$ cat src/rtl/scan_pkg.sv
// scan_pkg: shared types and helpers for the scan address generator.
//   scan_state_t : FSM state encoding (IDLE, RUN)
//   ADDR_W       : width of the scan address (drives a 3-to-8 decoder)
//   next_addr()  : address step with wrap detection, up or down
package scan_pkg;

  localparam int ADDR_W = 3;

  typedef enum logic [0:0] {
    IDLE = 1'b0,
    RUN  = 1'b1
  } scan_state_t;

  typedef struct packed {
    logic [ADDR_W-1:0] addr;
    logic              wrap;
  } scan_step_t;

  // Next scan address. Up-counting wraps LAST->0, down-counting wraps 0->LAST;
  // the wrap flag marks exactly that wrapping step.
  function automatic scan_step_t next_addr(
    input logic [ADDR_W-1:0] addr,
    input logic [ADDR_W-1:0] last,
    input logic              down
  );
    scan_step_t s;
    if (down) begin
      if (addr == ADDR_W'(0)) begin
        s.addr = last;
        s.wrap = 1'b1;
      end else begin
        s.addr = addr - ADDR_W'(1);
        s.wrap = 1'b0;
      end
    end else begin
      if (addr == last) begin
        s.addr = ADDR_W'(0);
        s.wrap = 1'b1;
      end else begin
        s.addr = addr + ADDR_W'(1);
        s.wrap = 1'b0;
      end
    end
    return s;
  endfunction

endpackage

$ cat src/rtl/scan_dwell_cnt.sv
// scan_dwell_cnt: counts the cycles an address is held.
// Ports:
//   clk  - clock, rising edge
//   rst  - synchronous active-high reset
//   clr  - synchronous clear of the count
//   en   - count enable (high while scanning)
//   done - high in the cycle the count equals DWELL-1 (the advance cycle)
module scan_dwell_cnt #(
  parameter int DWELL = 4
) (
  input  logic clk,
  input  logic rst,
  input  logic clr,
  input  logic en,
  output logic done
);

  localparam logic [7:0] TERM = 8'(DWELL - 1);

  logic [7:0] count_r;

  // Dwell count: wraps to zero on the terminal value so the address advances every DWELL cycles.
  always_ff @(posedge clk) begin
    if (rst || clr) begin
      count_r <= 8'd0;
    end else if (en) begin
      if (count_r == TERM) begin
        count_r <= 8'd0;
      end else begin
        count_r <= count_r + 8'd1;
      end
    end else begin
      count_r <= count_r;
    end
  end

  assign done = en && (count_r == TERM);

endmodule

$ cat src/rtl/scan_addr_gen.sv
// scan_addr_gen: scan address generator for a 3-to-8 decoder.
// Holds each address for DWELL cycles, scanning 0..LAST and wrapping.
// Optional macro SCAN_DOWN_EN adds a 'dir' input for down-counting.
// Ports:
//   clk, rst   - clock and synchronous active-high reset
//   start      - begin scanning when idle (stop has priority)
//   stop       - abort scanning, return to idle
//   dir        - (SCAN_DOWN_EN only) 0 = count up, 1 = count down
//   A2, A1, A0 - registered scan address, MSB..LSB
//   busy       - high while scanning
//   wrap       - one-cycle pulse coincident with the wrapped address
module scan_addr_gen
  import scan_pkg::*;
#(
  parameter int DWELL = 4,
  parameter int LAST  = 7
) (
  input  logic clk,
  input  logic rst,
  input  logic start,
  input  logic stop,
`ifdef SCAN_DOWN_EN
  input  logic dir,
`endif
  output logic A2,
  output logic A1,
  output logic A0,
  output logic busy,
  output logic wrap
);

  localparam logic [ADDR_W-1:0] LAST_A = ADDR_W'(LAST);

  scan_state_t       state_r;
  logic [ADDR_W-1:0] addr_r;
  logic              busy_r;
  logic              wrap_r;
  logic              down_s;
  logic              dwell_clr_s;
  logic              dwell_en_s;
  logic              dwell_done_s;
  scan_step_t        step_s;

`ifdef SCAN_DOWN_EN
  assign down_s = dir;
`else
  assign down_s = 1'b0;
`endif

  // The count is held at zero while idle and cleared on stop, so every RUN entry starts fresh.
  assign dwell_clr_s = (state_r == IDLE) || stop;
  assign dwell_en_s  = (state_r == RUN);
  assign step_s      = next_addr(addr_r, LAST_A, down_s);

  scan_dwell_cnt #(
    .DWELL (DWELL)
  ) u_dwell (
    .clk  (clk),
    .rst  (rst),
    .clr  (dwell_clr_s),
    .en   (dwell_en_s),
    .done (dwell_done_s)
  );

  // Scan FSM with registered address, busy and wrap.
  always_ff @(posedge clk) begin
    if (rst) begin
      state_r <= IDLE;
      addr_r  <= ADDR_W'(0);
      busy_r  <= 1'b0;
      wrap_r  <= 1'b0;
    end else begin
      case (state_r)
        IDLE: begin
          if (start && !stop) begin
            state_r <= RUN;
            addr_r  <= down_s ? LAST_A : ADDR_W'(0);
            busy_r  <= 1'b1;
          end else begin
            state_r <= IDLE;
            addr_r  <= ADDR_W'(0);
            busy_r  <= 1'b0;
          end
          wrap_r <= 1'b0;
        end
        RUN: begin
          if (stop) begin
            state_r <= IDLE;
            addr_r  <= ADDR_W'(0);
            busy_r  <= 1'b0;
            wrap_r  <= 1'b0;
          end else if (dwell_done_s) begin
            // dir only matters here, at the advance edge.
            addr_r  <= step_s.addr;
            wrap_r  <= step_s.wrap;
          end else begin
            wrap_r  <= 1'b0;
          end
        end
        default: begin
          state_r <= IDLE;
          addr_r  <= ADDR_W'(0);
          busy_r  <= 1'b0;
          wrap_r  <= 1'b0;
        end
      endcase
    end
  end

  assign {A2, A1, A0} = addr_r;
  assign busy         = busy_r;
  assign wrap         = wrap_r;

endmodule
$ cat config.mk
export PLATFORM = sky130hd
export DESIGN_NAME = scan_addr_gen
export DESIGN_NICKNAME = d
export VERILOG_FILES = /design/src/rtl/scan_pkg.sv /design/src/rtl/scan_dwell_cnt.sv /design/src/rtl/scan_addr_gen.sv
export SDC_FILE = /design/constraint.sdc
export NUM_CORES = 1
export LEC_CHECK = 0
export BUFFER_PORTS_ARGS = -buffer_cell sky130_fd_sc_hd__buf_2
export CAP_MARGIN = 10
export CORE_AREA = 10 10 47 49
export CTS_BUF_LIST = sky130_fd_sc_hd__clkbuf_4
export CTS_CLUSTER_SIZE = 25
export DETAILED_ROUTE_END_ITERATION = 10
export DIE_AREA = 0 0 57 59
export PLACE_DENSITY = 0.63
export SYNTH_ARGS = -nofsm -noshare
export SYNTH_HDL_FRONTEND = slang
export SYNTH_SLANG_ARGS = --single-unit
export TNS_END_PERCENT = 10
$ cat constraint.sdc
create_clock -name clk -period 2.95 [get_ports clk]
set_clock_uncertainty 0.2 [all_clocks]
set_input_delay 0.295 -clock clk [delete_from_list [all_inputs] [get_ports clk]]
set_output_delay 0.295 -clock clk [all_outputs]
set_load 0.1 [all_outputs]
==> results of run 1 <==
power by group:
part           leakage, uW  switching (uW)  total [uW]  internal (uW)
Sequential        0.000113            1.84         192            190
Clock            0.0000154            58.9         108           49.0
Combinational     0.000131            7.99        13.2           5.21
Total             0.000259            68.7         313            245
final timing paths:
| path | end | slack, ps |
|---|---|---|
| worst min-delay path | dwell_en_s | 40 |
| worst max register to register | u_dwell.count_r[4] | 920 |
| worst min register to register | u_dwell.count_r[0] | 260 |
| worst max-delay path | u_dwell.count_r[4] | 920 |
layout make-up:
| cell class | count | area, um^2 |
|---|---|---|
| clock buffers | 3 | 22.5 |
| clock inverters | 1 | 3.75 |
| fillers | 147 | 711 |
| inverters | 1 | 3.75 |
| multi-input cells | 49 | 300 |
| flip-flops and latches | 14 | 280 |
| well taps | 16 | 20.0 |
| repair buffers | 10 | 60.1 |
cell usage after synthesis:
library cell   n  area (um^2)
a21oi_1        6         30.0
inv_1          1         3.75
clkbuf_1       2         7.51
or4b_4         1         13.8
ha_1           3         37.5
nor2_1         6         22.5
o21a_1         1         7.51
dfxtp_1       14          280
nor3_1         3         15.0
or4_1          1         7.51
nor3b_1        1         7.51
or3_1          4         25.0
o21ai_0        6         30.0
nand4_1        3         18.8
nand2_1        4         15.0
nor4b_1        1         8.76
xor2_1         3         26.3
mux2i_1        1         10.0
o21ai_1        1         5.00
nand3_1        4         20.0
cells by family after synthesis:
group / share of synthesized area
buf+inv: 0.0190
compound gates: 0.123
flops: 0.474
simple gates: 0.260
mux: 0.0169
fa+ha+maj: 0.0634
xor+xnor: 0.0444
metrics by stage:
stage	worst slack [ps]	hold slack [ps]
after global placement	985	230
after global routing	708	37.5
after floorplan	876	172
final	916	37.1
after CTS	910	27.4
after detailed placement	932	245
layout by cell type, fill, tap and decap left out, drive strengths merged, types with 4 or more instances in the layout:
cell type	count
dfxtp	14
buf	8
o21ai	7
nor2	6
a21oi	6
or3	4
nand2	4
nand3	4
metal layers:
| layer | share of wire | routed length (um) | up-vias |
|---|---|---|---|
| li1 | - | - | 268 |
| met1 | 0.47 | 510 | 224 |
| met2 | 0.46 | 496 | 8 |
| met3 | 0.065 | 71 | 2 |
| met4 | 0.0074 | 8 | 0 |
| met5 | 0 | 0 | - |
flip-flops by register name, summed over array words and instances, names as in the netlist:
| signal | count |
|---|---|
| addr_r | 3 |
| busy | 1 |
| dwell_en_s | 1 |
| u_dwell.count_r | 8 |
| wrap | 1 |
critical path, cell delays in order (launching register included):
cell     delay, ps
dfxtp_1        360
ha_1           230
or4b_4         510
o21ai_1        490
nor2_1         100
==> impl_metrics.json, run 1 <==
{
  "drtPass1Iterations": 4,
  "layout.nets": 86,
  "drt-initial-drc-count": 8,
  "grt_usage": 0.0701,
  "ios": 9,
  "clk_pin_slew_ps": 90,
  "met2_usage": 0.104,
  "ctsLongestPathBuffers": 2,
  "final-setup-viol-count": 0,
  "ctsHoldBuffers": 2,
  "crit_required_ps": 2890,
  "syn_inst": 66,
  "worst_pin_slew_ps": 563,
  "status": "complete, no violations",
  "max-cap-violations": 0,
  "via_per_inst": 5.34,
  "hold_violations": 0,
  "cts_buffers": 3,
  "antenna_found_initial": 0,
  "postRouteAntennaNets": 0,
  "power.leakage_uw": 0.000259,
  "grt_busiest_layer": "met2",
  "cts-root-buf": "clkbuf_4",
  "drt_wl_total_um": 1090,
  "ys_seq_area_frac": 0.474,
  "clk_latency_ps": 280,
  "critPathArrivalTime_ps": 1980,
  "port_buffers": 8,
  "r2r_start": "u_dwell.count_r[0]",
  "dp_hpwl_um": 806,
  "core-area_um2": 1400,
  "cts_max_level": 1,
  "worstPathMaxFanout": 8,
  "max_slew_margin": 0.622,
  "start_util": 0.422,
  "wl_per_cell_um": 11.6,
  "drc_errors": 0,
  "cts_resized": 0,
  "p_total_uw": 313,
  "fin_crit_sh": 0.689,
  "grt_pass1_vias": 422,
  "rsz0062_at_grt": "false",
  "synth_fp_nets": 73,
  "synthToLayoutAreaGrowth_pct": 16.7,
  "design_area_um2": 691,
  "ys_seq_elements": 14,
  "utilization": 0.493,
  "placedCellCount": 88,
  "grtUsageMet3": 0.0494,
  "slew_viol_final": 0,
  "cts_setup_buffers": 0,
  "placed_area_um2": 644,
  "clock_sinks": 14,
  "hp-start": "start",
  "synth_cell_types": 20,
  "max-vdd-ir-drop_mv": 0.259,
  "yosys_warnings": 0,
  "max_freq_mhz": 492,
  "min_period_ps": 2030,
  "gp_congestion": 0.761,
  "avgSynthCellArea_um2": 8.97,
  "die_area_um2": 3360,
  "final_layout_size_suffix_gt1_frac": 0.154,
  "grt_overflow_total": 0,
  "hold_path_depth": 2,
  "die_w_um": 57,
  "final_cells": 94,
  "die_h_um": 59,
  "vias": 502,
  "cts_tree": "built",
  "grtUsageMet1": 0.0789,
  "worstHoldPathType": "primary input to flip-flop",
  "r2r_cells": 4,
  "n_antenna_cell": 0,
  "power_density_nw_per_um2": 453,
  "grt_pass1_wl_um": 1880,
  "tns_ps": 0,
  "worstSetupStartpointType": "flip-flop",
  "crit_type": "flip-flop to flip-flop",
  "endpoint_kind": "flip-flop",
  "synth_area_um2": 592,
  "startpoint": "u_dwell.count_r[0]",
  "num_rows": 14,
  "grt_max_degree": 9
}
(Power assumes the default switching activity.)
==> run 2: changes to the inputs <==
Clock period 2.95 ns to 2 ns, I/O delays scaled along.
==> impl_metrics.json, run 2 (synthesis gave the netlist of run 1 again) <==
{
  "status": "complete, no violations",
  "crit_type": "flip-flop to flip-flop",
  "synthToLayoutAreaGrowth_pct": 24.5,
  "cts-root-buf": "clkbuf_4",
  "dp_hpwl_um": 850,
  "seq_area_um2": 284,
  "multi_input_area_um2": 300,
  "grt_overflow_total": 0,
  "power_density_nw_per_um2": 633,
  "endpoint_kind": "flip-flop",
  "placed_area_um2": 669,
  "drc_errors": 0,
  "worstHoldPathType": "flip-flop to flip-flop",
  "design_area_um2": 737,
  "max-cap-violations": 0,
  "cts_buffers": 3,
  "final_common_cell": "dfxtp_1",
  "crit_required_ps": 2010,
  "gp_congestion": 0.764,
  "die_w_um": 57,
  "num_rows": 14,
  "largest_register_ffs": 8,
  "n_antenna_cell": 0,
  "n_fill_cell": 149,
  "die_area_um2": 3360,
  "cp.buffers_inverters": 0,
  "reg_top3": "u_dwell.count_r x8, addr_r x3",
  "worst_pin_slew_ps": 488,
  "postRouteAntennaNets": 0,
  "via_per_inst": 5.43,
  "clock_sinks": 14,
  "die_h_um": 59,
  "max_slew_margin": 0.677,
  "cp_slowest_stage_delay_ps": 490,
  "clk_pin_slew_ps": 80,
  "port_buffers": 8,
  "cp_slowest_cell": "or4b_4",
  "tns_ps": 0,
  "max_freq_mhz": 531,
  "cts_max_level": 1,
  "ctsLongestPathBuffers": 2,
  "worstSetupStartpointType": "flip-flop",
  "drt-initial-drc-count": 8,
  "grt_pass1_vias": 495,
  "ios": 9,
  "wl_per_cell_um": 12.1,
  "critPathArrivalTime_ps": 1890,
  "drtPass1Iterations": 4,
  "slew_viol_final": 0,
  "final_cell_mix": "dfxtp_1, buf_2, o21ai_0, nor2_1, a21oi_1",
  "cp_top_family": "simple AND/OR/NAND/NOR gates",
  "layout.nets": 91,
  "core-area_um2": 1400,
  "power.leakage_uw": 0.000284,
  "hold_violations": 0,
  "min_period_ps": 1880,
  "worstPathMaxFanout": 6,
  "p_total_uw": 466,
  "final_layout_size_suffix_gt1_frac": 0.217,
  "grt_max_degree": 9,
  "antenna_found_initial": 0,
  "cts_tree": "built",
  "grt_usage": 0.0774,
  "largest_register": "u_dwell.count_r",
  "path_cells": "ha_1, or4b_4, or4_1, a21oi_1",
  "max-vdd-ir-drop_mv": 0.599,
  "rsz0062_at_grt": "false",
  "clk_latency_ps": 270,
  "final-setup-viol-count": 0,
  "fin_crit_sh": 0.942,
  "start_util": 0.422,
  "drt_wl_total_um": 1200,
  "grt_pass1_wl_um": 2090,
  "vias": 538,
  "utilization": 0.526
}
run 2: changes by cell type in the layout (fill, tap and decap cells not counted):
cell           delta
buf_4             +3
dfxtp_1           -3
dfxtp_2           +3
dlygate4sd3_1     +2
run 2: report_power, final:
part | internal [uW] | total, uW | switching, uW
sequential | 281 | 283 | 2.80
combinational | 10.7 | 23.8 | 13.1
clock | 72.3 | 159 | 86.6
total | 364 | 466 | 102
run 2: path summary, 6_finish.rpt:
kind / startpoint / end / slack [ps] / depth (start not counted)
max: u_dwell.count_r[0] / addr_r[0] / 120 / 4
min: u_dwell.count_r[0] / u_dwell.count_r[0] / 220 / 1
max reg2reg: u_dwell.count_r[0] / addr_r[0] / 120 / 4
min reg2reg: u_dwell.count_r[0] / u_dwell.count_r[0] / 220 / 1
run 2: repair_timing:
| action | in CTS | in global routing |
|---|---|---|
| hold endpoints to repair | 2 | 1 |
| gates resized for setup | 0 | 1 |
| setup endpoints to repair | 0 | 1 |
| setup buffers | 0 | 0 |
| hold buffers | 3 | 1 |
run 2: final cells by class:
cell class              instances  share of cell area
clock buffers                   3              0.0306
clock inverters                 1             0.00509
inverters                       1             0.00509
multi-input cells              49               0.407
flip-flops and latches         14               0.385
well taps                      16              0.0272
repair buffers                 15               0.139
run 2: stage by stage:
stage | std cells | hold slack (ps) | setup slack [ps]
after floorplan | 66 | 76.8 | 93.3
after global placement | 91 | 200 | 141
after detailed placement | 91 | 201 | 107
after CTS | 98 | 3.32 | 79.4
after global routing | 99 | 233 | 1.42
final | 99 | 219 | 116
run 2: worst register-to-register path: stages, from the launching register on:
cell and delay, ps:
dfxtp_2 340, ha_1 150, or4b_4 490, or4_1 480, a21oi_1 140
run 2: routing by layer:
metal  wire length (um)  vias up  part of all wire  GRT usage
met5                  0        -                 0          0
met4                  8        0            0.0067     0.0201
met3                 89        2             0.074     0.0494
met2                569       16              0.47      0.130
met1                535      245              0.45     0.0786
li1                   -      275                 -          -
